[src/rtl/cpu_ifu.sv]
// cpu_ifu: instruction fetch unit feeding cpu_idu.
// Issues in-order word fetches, buffers returned words in a small prefetch
// FIFO and presents one instruction per cycle (NOP bubble when starved).
// Stalls on wait_exe and redirects on flush_flag together with cpu_idu.
module cpu_ifu #(
  parameter logic [31:0] RESET_PC   = 32'h0000_0000,
  parameter int unsigned FIFO_DEPTH = 4,
  parameter logic [31:0] NOP_INST   = 32'h0000_0013
) (
  input  logic        clk,
  input  logic        rst_n,
  input  logic        flush_flag,
  input  logic [31:0] jmp_addr,
  input  logic        wait_exe,
  output logic        imem_req,
  output logic [31:0] imem_addr,
  input  logic        imem_gnt,
  input  logic        imem_rvalid,
  input  logic [31:0] imem_rdata,
  output logic [31:0] instruction,
  output logic [31:0] pc_out
);

  localparam int unsigned PTR_W = (FIFO_DEPTH > 1) ? $clog2(FIFO_DEPTH) : 1;
  localparam int unsigned CNT_W = $clog2(FIFO_DEPTH + 1);
  localparam int unsigned SUM_W = CNT_W + 1;
  localparam logic [SUM_W-1:0] DEPTH_S = SUM_W'(FIFO_DEPTH);

  // Fetch side state
  logic [31:0]      fetch_pc_reg, fetch_pc_next;
  logic [31:0]      ret_pc_reg, ret_pc_next;
  logic [CNT_W-1:0] outstanding_reg, outstanding_next;
  logic [CNT_W-1:0] discard_reg, discard_next;

  // Prefetch FIFO
  logic [31:0]      data_mem [FIFO_DEPTH];
  logic [31:0]      addr_mem [FIFO_DEPTH];
  logic [PTR_W-1:0] wr_ptr_reg, wr_ptr_next;
  logic [PTR_W-1:0] rd_ptr_reg, rd_ptr_next;
  logic [CNT_W-1:0] count_reg, count_next;

  // Output stage
  logic [31:0] instr_reg;
  logic [31:0] pc_reg;

  logic [31:0]      jmp_aligned;
  logic [SUM_W-1:0] occupancy;
  logic             req_fire;
  logic             resp_ok;
  logic             resp_drop;
  logic             push;
  logic             pop;

  assign jmp_aligned = jmp_addr & 32'hFFFF_FFFC;

  // Buffered plus in-flight words never exceed the FIFO, so it cannot overflow.
  assign occupancy = {1'b0, count_reg} + {1'b0, outstanding_reg};
  assign imem_req  = rst_n && !flush_flag && (occupancy < DEPTH_S);
  assign imem_addr = fetch_pc_reg;
  assign req_fire  = imem_req && imem_gnt;

  // A response with nothing outstanding is a protocol error and is ignored.
  assign resp_ok   = imem_rvalid && (outstanding_reg != '0);
  assign resp_drop = resp_ok && (discard_reg != '0);
  // A word arriving in a flush cycle would be cleared anyway, so skip the push.
  assign push      = resp_ok && !resp_drop && !flush_flag;
  assign pop       = !flush_flag && !wait_exe && (count_reg != '0);

  assign instruction = instr_reg;
  assign pc_out      = pc_reg;

  // Next-state for fetch pointer, return-address counter and request bookkeeping.
  always_comb begin
    fetch_pc_next    = fetch_pc_reg;
    ret_pc_next      = ret_pc_reg;
    outstanding_next = outstanding_reg;
    discard_next     = discard_reg;
    if (flush_flag) begin
      // Every request still in flight after this cycle's response is stale.
      outstanding_next = outstanding_reg - CNT_W'(resp_ok);
      discard_next     = outstanding_reg - CNT_W'(resp_ok);
      fetch_pc_next    = jmp_aligned;
      ret_pc_next      = jmp_aligned;
    end else begin
      if (req_fire) begin
        fetch_pc_next = fetch_pc_reg + 32'd4;
      end
      if (push) begin
        ret_pc_next = ret_pc_reg + 32'd4;
      end
      if (resp_drop) begin
        discard_next = discard_reg - CNT_W'(1);
      end
      outstanding_next = outstanding_reg + CNT_W'(req_fire) - CNT_W'(resp_ok);
    end
  end

  // Next-state for FIFO pointers and occupancy; a flush empties the buffer.
  always_comb begin
    wr_ptr_next = wr_ptr_reg;
    rd_ptr_next = rd_ptr_reg;
    count_next  = count_reg;
    if (flush_flag) begin
      wr_ptr_next = '0;
      rd_ptr_next = '0;
      count_next  = '0;
    end else begin
      if (push) begin
        wr_ptr_next = wr_ptr_reg + PTR_W'(1);
      end
      if (pop) begin
        rd_ptr_next = rd_ptr_reg + PTR_W'(1);
      end
      count_next = count_reg + CNT_W'(push) - CNT_W'(pop);
    end
  end

  // Control state registers.
  always_ff @(posedge clk or negedge rst_n) begin
    if (!rst_n) begin
      fetch_pc_reg    <= RESET_PC;
      ret_pc_reg      <= RESET_PC;
      outstanding_reg <= '0;
      discard_reg     <= '0;
      wr_ptr_reg      <= '0;
      rd_ptr_reg      <= '0;
      count_reg       <= '0;
    end else begin
      fetch_pc_reg    <= fetch_pc_next;
      ret_pc_reg      <= ret_pc_next;
      outstanding_reg <= outstanding_next;
      discard_reg     <= discard_next;
      wr_ptr_reg      <= wr_ptr_next;
      rd_ptr_reg      <= rd_ptr_next;
      count_reg       <= count_next;
    end
  end

  // FIFO storage: word and its fetch address written at the tail.
  always_ff @(posedge clk) begin
    if (push) begin
      data_mem[wr_ptr_reg] <= imem_rdata;
      addr_mem[wr_ptr_reg] <= ret_pc_reg;
    end
  end

  // Output register: bubble on flush, hold on stall, else pop head or bubble.
  always_ff @(posedge clk or negedge rst_n) begin
    if (!rst_n) begin
      instr_reg <= NOP_INST;
      pc_reg    <= RESET_PC;
    end else if (flush_flag) begin
      instr_reg <= NOP_INST;
    end else if (!wait_exe) begin
      if (pop) begin
        instr_reg <= data_mem[rd_ptr_reg];
        pc_reg    <= addr_mem[rd_ptr_reg];
      end else begin
        instr_reg <= NOP_INST;
      end
    end
  end

endmodule

[config.mk]
export PLATFORM = sky130hd
export DESIGN_NAME = cpu_ifu
export DESIGN_NICKNAME = d
export VERILOG_FILES = /design/src/rtl/cpu_ifu.sv
export SDC_FILE = /design/constraint.sdc
export NUM_CORES = 1
export LEC_CHECK = 0
export CAP_MARGIN = 20
export CORE_AREA = 2 2 171 173
export CTS_BUF_LIST = sky130_fd_sc_hd__clkbuf_4
export DETAILED_ROUTE_END_ITERATION = 10
export DIE_AREA = 0 0 173 175
export PLACE_DENSITY_LB_ADDON = 0.1
export SYNTH_ARGS = -nofsm -noshare
export SYNTH_HDL_FRONTEND = slang
export SYNTH_SLANG_ARGS = --single-unit
[constraint.sdc]
create_clock -name clk -period 5 [get_ports clk]
set_input_delay 1.25 -clock clk [delete_from_list [all_inputs] [get_ports clk]]
set_output_delay 1.25 -clock clk [all_outputs]
set_load 0.02 [all_outputs]
=== Yosys cells after proc, flatten, opt, wreduce, memory -nomap -nowiden ===
Memories as Yosys holds them, arrays and structs flattened. A register that Yosys moved wholly into a read port is not among the register bits.
Index checks and enable logic that the tools add are counted.

* $add $sub $neg: 11
* Magnitude comparators: 1
* Eq/ne operators: 1
* Multiplexer cells: 17
* Bitwise operators: 2
* Reductions and logical operators: 21

{| class="wikitable"
|+ Operators with widths
! cell !! count
|-
| $mux 32 || 7
|-
| $add 32x3->32 const B || 2
|-
| $mux 3 || 4
|-
| $logic_and 1x1->1 || 9
|-
| $reduce_bool 3->1 || 3
|-
| $sub 3x1->3 || 3
|-
| $mux 2 || 4
|-
| $reduce_bool 2->1 || 4
|-
| $add 3x1->3 || 2
|-
| $add 2x1->2 const B || 2
|-
| $add 3x3->4 || 1
|-
| $logic_not 1->1 || 4
|-
| $lt 4x3->1 const B || 1
|-
| $reduce_and 3->1 || 1
|-
| $sub 3x1->3 const B || 1
|-
| $mux 1 || 2
|-
| $ne 2x2->1 const B || 1
|-
| $not 1->1 || 2
|}

* Flip-flop bits (word level): 109
* Memory bits (writable): 256
* Input port bits: 70
* Memories kept: 2

{| class="wikitable"
|+ Memory list
! name !! words !! bits a word !! read ports !! clocked after memory_dff !! wr ports !! RTL line !! RTL
|-
| addr_mem || 4 || 32 || 1 || 1 || 1 || 37 || <nowiki>logic [31:0] addr_mem [FIFO_DEPTH];</nowiki>
|-
| data_mem || 4 || 32 || 1 || 0 || 1 || 36 || <nowiki>logic [31:0] data_mem [FIFO_DEPTH];</nowiki>
|}

=== Depth between registers and ports, before layout ===
Gate-level depths: netlist of run 1.

* Depth after elaboration: 9
* Depth in mapped cells: 13
* Mapped depth without buffers: 12

=== Worst setup path before layout of run 1 ===
Ideal clock, no wire load.

* Path kind: input to register
* Start point: input port flush_flag
* End point: memory addr_mem[0][10] (enable)
* Library setup time: 0.426 ns
* Arrival: 3.424 ns
* Required time: 4.574 ns
* Path slack: 1.149 ns
* Cell stages on the path: 4
* Cells stage by stage: buf_2 > clkbuf_1 > nor3_1 > and2_1

* Longest elaborated chain between the ends: 4

{| class="wikitable"
|+ RTL lines
! what !! RTL line !! RTL
|-
| from (decl) || 12 || <nowiki>input logic flush_flag,</nowiki>
|-
| $logic_not 1->1 || 66 || <nowiki>assign push = resp_ok && !resp_drop && !flush_flag;</nowiki>
|-
| $logic_and 1x1->1 || 66 ||
|-
| $mux 1 || 141 || <nowiki>if (push) begin</nowiki>
|-
| $mux 1 (implied by the code) || 143 || <nowiki>addr_mem[wr_ptr_reg] <= ret_pc_reg;</nowiki>
|-
| to (decl) || 37 ||
|}

No other way between the ends.

=== Worst setup path in the final report of run 1 ===
* Start point: register outstanding_reg[2]
* End point: output port imem_req

* Longest elaborated chain between the ends: 3

{| class="wikitable"
|+ RTL lines
! what !! RTL line !! RTL
|-
| from (decl) || 32 || <nowiki>logic [CNT_W-1:0] outstanding_reg, outstanding_next;</nowiki>
|-
| from (signal assigned) || 131 || <nowiki>outstanding_reg <= outstanding_next;</nowiki>
|-
| $add 3x3->4 || 57 || <nowiki>assign occupancy = {1'b0, count_reg} + {1'b0, outstanding_reg};</nowiki>
|-
| $lt 4x3->1 || 58 || <nowiki>assign imem_req = rst_n && !flush_flag && (occupancy < DEPTH_S);</nowiki>
|-
| $logic_and 1x1->1 || 58 ||
|-
| to (decl) || 15 || <nowiki>output logic imem_req,</nowiki>
|}

No other way between the ends.

==> results of run 1 <==
cells in the mapped netlist, types with 14 or more instances:
master / n
edfxtp_1: 248
xnor2_1: 28
nand2_1: 137
dfrtp_1: 132
o21ai_0: 32
nand4_1: 19
ha_1: 16
xor2_1: 17
nor2_1: 22
nand3_1: 27
inv_1: 23
o211ai_1: 14
a22o_1: 29
clkbuf_1: 27
mux4_2: 62
power by group:
part | leakage [uW] | total [uW] | switching [uW] | internal (uW)
combinational | 0.00222 | 1750 | 866 | 887
sequential | 0.00392 | 4050 | 341 | 3710
clock | 0.000752 | 2600 | 1210 | 1390
final cells by class:
| type | count | area (um2) | area share [%] |
|---|---|---|---|
| Multi-Input combinational cell | 523 | 4300 | 23.0 |
| Clock inverter | 22 | 101 | 0.542 |
| Tap cell | 384 | 480 | 2.57 |
| Sequential cell | 383 | 10800 | 57.9 |
| Antenna cell | 1 | 2.50 | 0.0134 |
| Inverter | 25 | 93.8 | 0.501 |
| Timing Repair Buffer | 174 | 1750 | 9.37 |
| Clock buffer | 153 | 1150 | 6.14 |
stage by stage:
stage	utilization, %	instances	power [uW]	worst slack [ns]	area [um2]
after CTS	65.9	1664	8520	0.888	18700
after global placement	61.5	1489	5860	0.980	17500
after global routing	65.9	1665	8890	0.786	18700
after floorplan	-	979	5150	1.15	15400
after detailed placement	61.5	1489	5900	0.981	17500
final	65.9	1665	8410	0.970	18700
worst register-to-register path, delay by kind of cell, from the launching register on:
family / cells / cell delay (ns)
compound gates: 1 / 0.19
fa+ha+maj: 4 / 1.23
xor+xnor: 2 / 0.33
simple gates: 2 / 0.50
buf+inv: 2 / 0.22
flops: 1 / 0.44
logic make-up (layout without fill, tap and decap cells):
logic type,count (synthesis),in the layout,synth area share [%]
flip-flops,383,383,70.2
AND/OR/NAND/NOR,275,275,8.73
XOR/XNOR,45,45,2.55
multiplexers,76,76,10.1
AO/OA/AOI/OAI,105,105,4.79
adder cells (fa/ha/maj),18,18,1.56
buffers and inverters,73,374,2.09
other,1,5,0.0243
routing by layer:
metal / global-route usage, % / vias up
met2: 36.9 / 286
li1: - / 4222
met3: 5.24 / 50
met4: 7.42 / 0
met1: 30.1 / 4673
met5: 0 / -
path summary, 6_finish.rpt:
kind | startpoint | to | slack (ns) | cells past startpoint
min in group clk | pc_out[4] | pc_out[4] | 0.47 | 2
setup / recovery | outstanding_reg[2] | imem_req | 0.97 | 4
max in group asynchronous | rst_n | rd_ptr_reg[0] | 2.64 | 3
hold / removal | rst_n | instruction[21] | 0.38 | 1
hold reg to reg | pc_out[4] | pc_out[4] | 0.47 | 2
setup reg to reg | outstanding_reg[2] | outstanding_reg[2] | 2.00 | 11
==> results.cfg, run 1 <==
[outcome]
outcome = completed

[clock_network]
cts_setup_buffers = 0
postCtsHoldBufs = 0
cts_sinks = 383
h-tree-depth = 3
cts_made_buffers = 95
clk_pin_slew_ns = 0.06
root_buffer = clkbuf_4
clock_latency_ns = 0.71
cts_tree = done
clockBufferDepth = 3
post_cts_resized = 0

[sta]
skew_ns = 0.0454
fmax_mhz = 248
rsz0062_at_grt = false
slew_headroom_pct = 33.9
post-route-min-period_ns = 4.03
finalMaxSlewViolations = 0
holdWs_ns = 0.377
period_share_pct = 80.6
setup_viol = 0
setup_tns_ns = 0
tightest_slew_ns = 0.992
hold_viol = 0

[drt]
drt_wl_total_mm = 33.1
met2WireLength_mm = 16.4
first_iter_violations = 607
first_pass_iters = 5
wl_met3_mm = 1.83
drc = 0
vias = 9231
ant_nets = 0
wl_per_cell_um = 19.9
wl_met1_mm = 14.4
routed.top_layer = met4
viasPerCell = 5.54

[worst_setup_path]
critPathTopFamily = simple AND/OR/NAND/NOR gates
cp-end-kind = output port
cp-start-kind = flop
slowest_stage = clkdlybuf4s50_1
critPathMaxFanout = 4
crit_path_max_incr_delay_ns = 0.63
crit_required_ns = 3.75
path_cells = ha_1 > or4b_1 > nor3_1 > clkdlybuf4s50_1
crit_buf_inv = 1
cp.arrival_ns = 2.78
crit_type = reg2out

[die]
rows = 62
ios = 167
start_util_pct = 54.3
die_height_um = 175
dieArea_um2 = 30300
die_w_um = 173
core_area_um2 = 28400

[synth]
synth_edf_count = 248
synth_seq_cells = 383
syn-instance-count = 976
synth.area.top_cells = edfxtp_1 48%, dfrtp_1 21%, mux4_2 9.1%
yosysTopAreaCellShare_pct = 48.3
synth-seq-area-share_pct = 70.2
ys_dominant_reg_cell = edfxtp_1
synth_top_cell_by_area = edfxtp_1
yosys_warnings = 0
async_flop_share_pct = 35.2
syn_area_um2 = 15400
synth.avg_cell_area_um2 = 15.8
synth_cell_types = 59

[power_and_ir_drop]
leakage_uw = 0.00690
max-vdd-ir-drop_uv = 257
p_per_area_nw_per_um2 = 450

[run]
maxCapViolations = 0

[grt]
grt_use_total_pct = 22.5
grt_first_pass_wirelength_mm = 52.8
first_global_vias = 9686
grt_max_degree = 62
grt_remaining_overflow = 0
grt_antenna_before_repair = 1

[cells_and_area]
area_growth_pct = 21.3
largest_register_ffs = 128
drive_gt1_share_pct = 21.4
layout.nets = 1290
layout_commonest_cell = edfxtp_1
final_cell_mix = 248 x edfxtp_1, 158 x clkdlybuf4s50_1, 153 x clkbuf_4
regMostFlops = data_mem
nFillCells = 2095

[place]
place.gp.congestion = 0.849
hpwl_mm = 20.4
io_buffers = 160

[hold_path]
hp-class = in2async
Power figures use the tool's default switching activity.
==> inputs of run 2 (changes only) <==
--- a/config.mk
+++ b/config.mk
@@ -6,10 +6,10 @@
 export NUM_CORES = 1
 export LEC_CHECK = 0
 export CAP_MARGIN = 20
-export CORE_AREA = 2 2 171 173
+export CORE_AREA = 2 2 174 176
 export CTS_BUF_LIST = sky130_fd_sc_hd__clkbuf_4
 export DETAILED_ROUTE_END_ITERATION = 10
-export DIE_AREA = 0 0 173 175
+export DIE_AREA = 0 0 176 178
 export PLACE_DENSITY_LB_ADDON = 0.1
 export SYNTH_ARGS = -nofsm -noshare
 export SYNTH_HDL_FRONTEND = slang
==> constraint.sdc (replaced) <==
create_clock -name clk -period 3.7 [get_ports clk]
set_input_delay 0.925 -clock clk [delete_from_list [all_inputs] [get_ports clk]]
set_output_delay 0.925 -clock clk [all_outputs]
set_load 0.02 [all_outputs]
==> run 2 against run 1 <==
Net effect:
- non-clock buffer count up 6
- clock-buffer cell count up 1
- critical endpoint unchanged
- setup slack worse by 0.73 ns
- largest cell class unchanged
- cell count up 1.1%
- hold slack worse by 0.014 ns
- sequential share of layout area down 0.46 points
- routed wire length down 0.81%
- clock skew up 0.0091 ns
- global-route usage down 0.77 points
- via count about the same
- die area up 3.5%
- register-to-register slack worse by 1.1 ns
==> results.cfg, run 2 (same netlist as run 1, synthesis figures left out) <==
[drt]
vias = 9232
first_pass_iters = 5
viasPerCell = 5.49
drt_wl_total_mm = 32.8
wl_per_cell_um = 19.5
drc = 0
first_iter_violations = 642
ant_nets = 0

[sta]
hold_viol = 0
period_share_pct = 93.5
rsz0062_at_grt = false
skew_ns = 0.0545
post-route-min-period_ns = 3.46
setup_viol = 0
holdWs_ns = 0.363
tightest_slew_ns = 0.823
fmax_mhz = 289
setup_tns_ns = 0
slew_headroom_pct = 45.1
finalMaxSlewViolations = 0

[cells_and_area]
largest_register_ffs = 128
seq_area_um2 = 10800
layout.nets = 1298
area_growth_pct = 22.3
layout_commonest_cell = edfxtp_1
final_cell_mix = 248 x edfxtp_1, 157 x clkdlybuf4s50_1, 154 x clkbuf_4
final_cells = 1683
regMostFlops = data_mem
drive_gt1_share_pct = 21.7
multi_input_area_um2 = 4300
nFillCells = 2215
final_area_um2 = 18900

[worst_setup_path]
critPathMaxFanout = 4
crit_required_ns = 2.77
cp-start-kind = flop
crit_type = reg2out
cp-startpoint = outstanding_reg[2]
ff2ff_path_depth = 11
cp.arrival_ns = 2.53
r2r-start = outstanding_reg[2]
cp-end-kind = output port

[clock_network]
cts_sinks = 383
clk_pin_slew_ns = 0.07
h-tree-depth = 3
root_buffer = clkbuf_4
cts_tree = done
cts_made_buffers = 97
postCtsHoldBufs = 0
clock_latency_ns = 0.72
clockBufferDepth = 3

[power_and_ir_drop]
p_comb_share_pct = 21.5
seqPwrFrac_pct = 47.2
leakage_uw = 0.00697
p_switching_uw = 3250
p_sw_share_pct = 28.4
max-vdd-ir-drop_uv = 286
p_per_area_nw_per_um2 = 608
clkPwrFrac_pct = 31.3
p_int_uw = 8210

[place]
hpwl_mm = 19.7
place_area_um2 = 17600
io_buffers = 160
dp_cells = 1501
place.gp.congestion = 0.820

[grt]
busiest_layer = met2
grt_max_degree = 136
grt_use_total_pct = 21.7
grt_util_met3_pct = 4.92
grt_first_pass_wirelength_mm = 52.0
grt_use_met1_pct = 29.1
first_global_vias = 9651
grt_remaining_overflow = 0
grt_antenna_before_repair = 1
use_met2_pct = 35.3

[die]
die_w_um = 176
start_util_pct = 52.5
rows = 63
dieArea_um2 = 31300
ios = 167
die_height_um = 178
core_area_um2 = 29400

[outcome]
outcome = completed

[run]
maxCapViolations = 0

[hold_path]
hp-class = in2async
-- run 2: layout make-up --
cell class                      instances  area share (%)
Tap cell                              390            2.59
Antenna cell                            1          0.0133
Multi-Input combinational cell        523            22.8
Sequential cell                       383            57.4
Timing Repair Buffer                  180            9.79
Clock inverter                         27           0.750
Inverter                               25           0.498
Clock buffer                          154            6.13
-- run 2: power by group through the flow --
stage / Clock, uW / Sequential (uW) / Combinational [uW]
4_1_cts: 3720 / 5420 / 2510
5_1_grt: 3960 / 5470 / 2710
6_report: 3590 / 5410 / 2460
2_1_floorplan: 0 / 5650 / 1310
3_5_place_dp: 0 / 5500 / 2500
3_3_place_gp: 0 / 5490 / 2470
-- run 2: through the flow --
step                      setup slack [ns]  utilization [%]  power (uW)
after detailed placement             0.384             59.7        8000
after global placement               0.382             59.7        7960
after floorplan                      0.174                -        6960
final                                0.242             64.2       11500
after CTS                            0.156             64.1       11600
after global routing                0.0816             64.2       12100
-- run 2: critical path, cell delays in order (launching register included) --
cell,delay (ns)
dfrtp_1,0.43
ha_1,0.32
or4b_1,0.51
nor3_1,0.20
dlygate4sd2_1,0.36
-- run 2: worst paths after layout --
check / endpoint / slack [ns]
worst max-delay path: imem_req / 0.24
worst min-delay path: pc_out[2] / 0.36
worst max register to register: outstanding_reg[2] / 0.88
worst min register to register: pc_out[7] / 0.47
max in group asynchronous: pc_out[17] / 2.66
min in group clk: pc_out[7] / 0.47
-- run 2: routing by layer --
layer  up-vias  wire length (um)
met1      4634             14100
met3        46              2050
met5         -                 0
met4         0               631
met2       308             16000
li1       4244                 -
-- run 2: repair_timing --
item,in CTS,in global routing
buffers inserted,0,0
endpoints found under the setup margin,1,0
resized for setup,1,0
hold endpoints to repair,0,0
==> inputs of run 3 (changes only) <==
--- a/config.mk
+++ b/config.mk
@@ -6,10 +6,10 @@
 export NUM_CORES = 1
 export LEC_CHECK = 0
 export CAP_MARGIN = 20
-export CORE_AREA = 2 2 174 176
+export CORE_AREA = 2 2 124 247
 export CTS_BUF_LIST = sky130_fd_sc_hd__clkbuf_4
 export DETAILED_ROUTE_END_ITERATION = 10
-export DIE_AREA = 0 0 176 178
+export DIE_AREA = 0 0 126 249
 export PLACE_DENSITY_LB_ADDON = 0.1
 export SYNTH_ARGS = -nofsm -noshare
 export SYNTH_HDL_FRONTEND = slang
==> run 3 against run 2 <==
Net effect:
- sequential share of layout area grew 0.36 points
- first-iteration DRC count shrank 32%
- power shrank 2.7%
- critical path type unchanged
- via count shrank 0.36%
- routed wire length grew 2.2%
- largest power group unchanged
- critical path depth is the same
==> results.cfg, run 3 (same netlist as run 1, synthesis figures left out) <==
[grt]
grt_use_total_pct = 21.9
grt_first_pass_wirelength_mm = 52.6
grt_remaining_overflow = 0
grt_antenna_before_repair = 1
first_global_vias = 9752
grt_max_degree = 136

[die]
ios = 167
core_area_um2 = 29400
die_height_um = 249
start_util_pct = 52.5
rows = 89
die_w_um = 126
dieArea_um2 = 31400

[cells_and_area]
regMostFlops = data_mem
final_cells = 1643
final_cell_mix = 248 x edfxtp_1, 157 x clkdlybuf4s50_1, 137 x nand2_1
layout_commonest_cell = edfxtp_1
largest_register_ffs = 128
nFillCells = 2247
layout.nets = 1294
drive_gt1_share_pct = 20.4
area_growth_pct = 21.5

[worst_setup_path]
cp-startpoint = outstanding_reg[2]
critPathTopFamily = simple AND/OR/NAND/NOR gates
r2r_slack_ns = 0.94
cp-end-kind = output port
cp-endpoint = imem_req
cp-start-kind = flop
ff2ff_path_depth = 11
crit_type = reg2out
crit_required_ns = 2.77
crit_path_max_incr_delay_ns = 0.53
path_cells = ha_1 > or4b_1 > nor3_1 > dlygate4sd2_1
cp.arrival_ns = 2.58
slowest_stage = or4b_1
crit_cells = 4
critPathMaxFanout = 4
r2r-end = outstanding_reg[2]
crit_buf_inv = 1
r2r-start = outstanding_reg[2]

[sta]
skew_ns = 0.0411
hold_viol = 0
tightest_slew_ns = 0.868
period_share_pct = 94.6
post-route-min-period_ns = 3.50
setup_tns_ns = 0
rsz0062_at_grt = false
setup_viol = 0
finalMaxSlewViolations = 0
slew_headroom_pct = 41.9
fmax_mhz = 286

[clock_network]
clk_pin_slew_ns = 0.07
root_buffer = clkbuf_4
clockBufferDepth = 3
clock_latency_ns = 0.75
cts_made_buffers = 86
cts_sinks = 383
cts_tree = done
h-tree-depth = 3
cts_setup_buffers = 0

[drt]
vias = 9199
wl_per_cell_um = 20.4
first_pass_iters = 4
drc = 0
viasPerCell = 5.60
drt_wl_total_mm = 33.5
ant_nets = 0
first_iter_violations = 438

[power_and_ir_drop]
p_per_area_nw_per_um2 = 595
max-vdd-ir-drop_uv = 299
leakage_uw = 0.00690
total_power_uw = 11100

[run]
maxCapViolations = 0

[hold_path]
hp-class = in2async

[place]
place.gp.congestion = 0.841
io_buffers = 160
hpwl_mm = 21.5
dp_cells = 1482

[outcome]
outcome = completed
==> run 3: cell count changes in the layout (fill, tap and decap cells not counted), moves of 3 or more <==
| cell | before | now |
|---|---|---|
| clkinv_1 | 19 | 25 |
| and2_2 | 0 | 4 |
| buf_12 | 8 | 12 |
| clkbuf_4 | 154 | 129 |
| and2_4 | 4 | 0 |
| buf_4 | 12 | 15 |
==> run 3: final cells by class <==
cell class	count	area, um2	area share, %
flip-flops and latches	383	10800	57.8
multi-input cells	523	4290	22.9
repair buffers	187	1950	10.4
clock buffers	129	968	5.17
well taps	364	455	2.43
clock inverters	31	146	0.781
inverters	25	93.8	0.501
diodes	1	2.50	0.0134
==> run 3: per-layer routing <==
metal | wire length, um | vias up | global-route usage, % | share of wire (%)
li1 | - | 4227 | - | -
met1 | 12700 | 4667 | 24.7 | 38
met2 | 18400 | 247 | 39.5 | 55
met3 | 1230 | 58 | 3.59 | 3.7
met4 | 1190 | 0 | 11.2 | 3.5
met5 | 0 | - | 0 | 0
==> run 3: worst min path at each step <==
stage	from	to	slack [ns]	cells past startpoint
floorplan	ret_pc_reg[31]	addr_mem[0][31]	0.49	0
CTS	rst_n	pc_out[31]	0.32	2
global placement	pc_out[20]	pc_out[20]	0.46	2
finish	rst_n	pc_out[5]	0.32	2
global route	rst_n	pc_out[28]	0.37	2
detailed placement	pc_out[23]	pc_out[23]	0.46	2
==> run 3: where the power goes <==
| group | switching (uW) | total [uW] | internal (uW) |
|---|---|---|---|
| clock | 1560 | 3230 | 1670 |
| sequential | 417 | 5430 | 5020 |
| combinational | 1240 | 2480 | 1230 |
| total | 3220 | 11100 | 7920 |
==> run 3: stage by stage <==
step,area (um2),utilization (%),worst slack (ns),hold WS [ns]
final,18700,63.8,0.199,0.319
after detailed placement,17600,60.0,0.396,0.462
after floorplan,15400,-,0.174,0.494
after global routing,18700,63.8,0.00426,0.369
after CTS,18700,63.8,0.117,0.325
after global placement,17600,60.0,0.357,0.458
==> run 3: timing repair <==
| action | 4_1_cts | 5_1_grt |
|---|---|---|
| gates resized for setup | 1 | 0 |
| setup endpoints to repair | 1 | 0 |
| hold buffers | 0 | 0 |
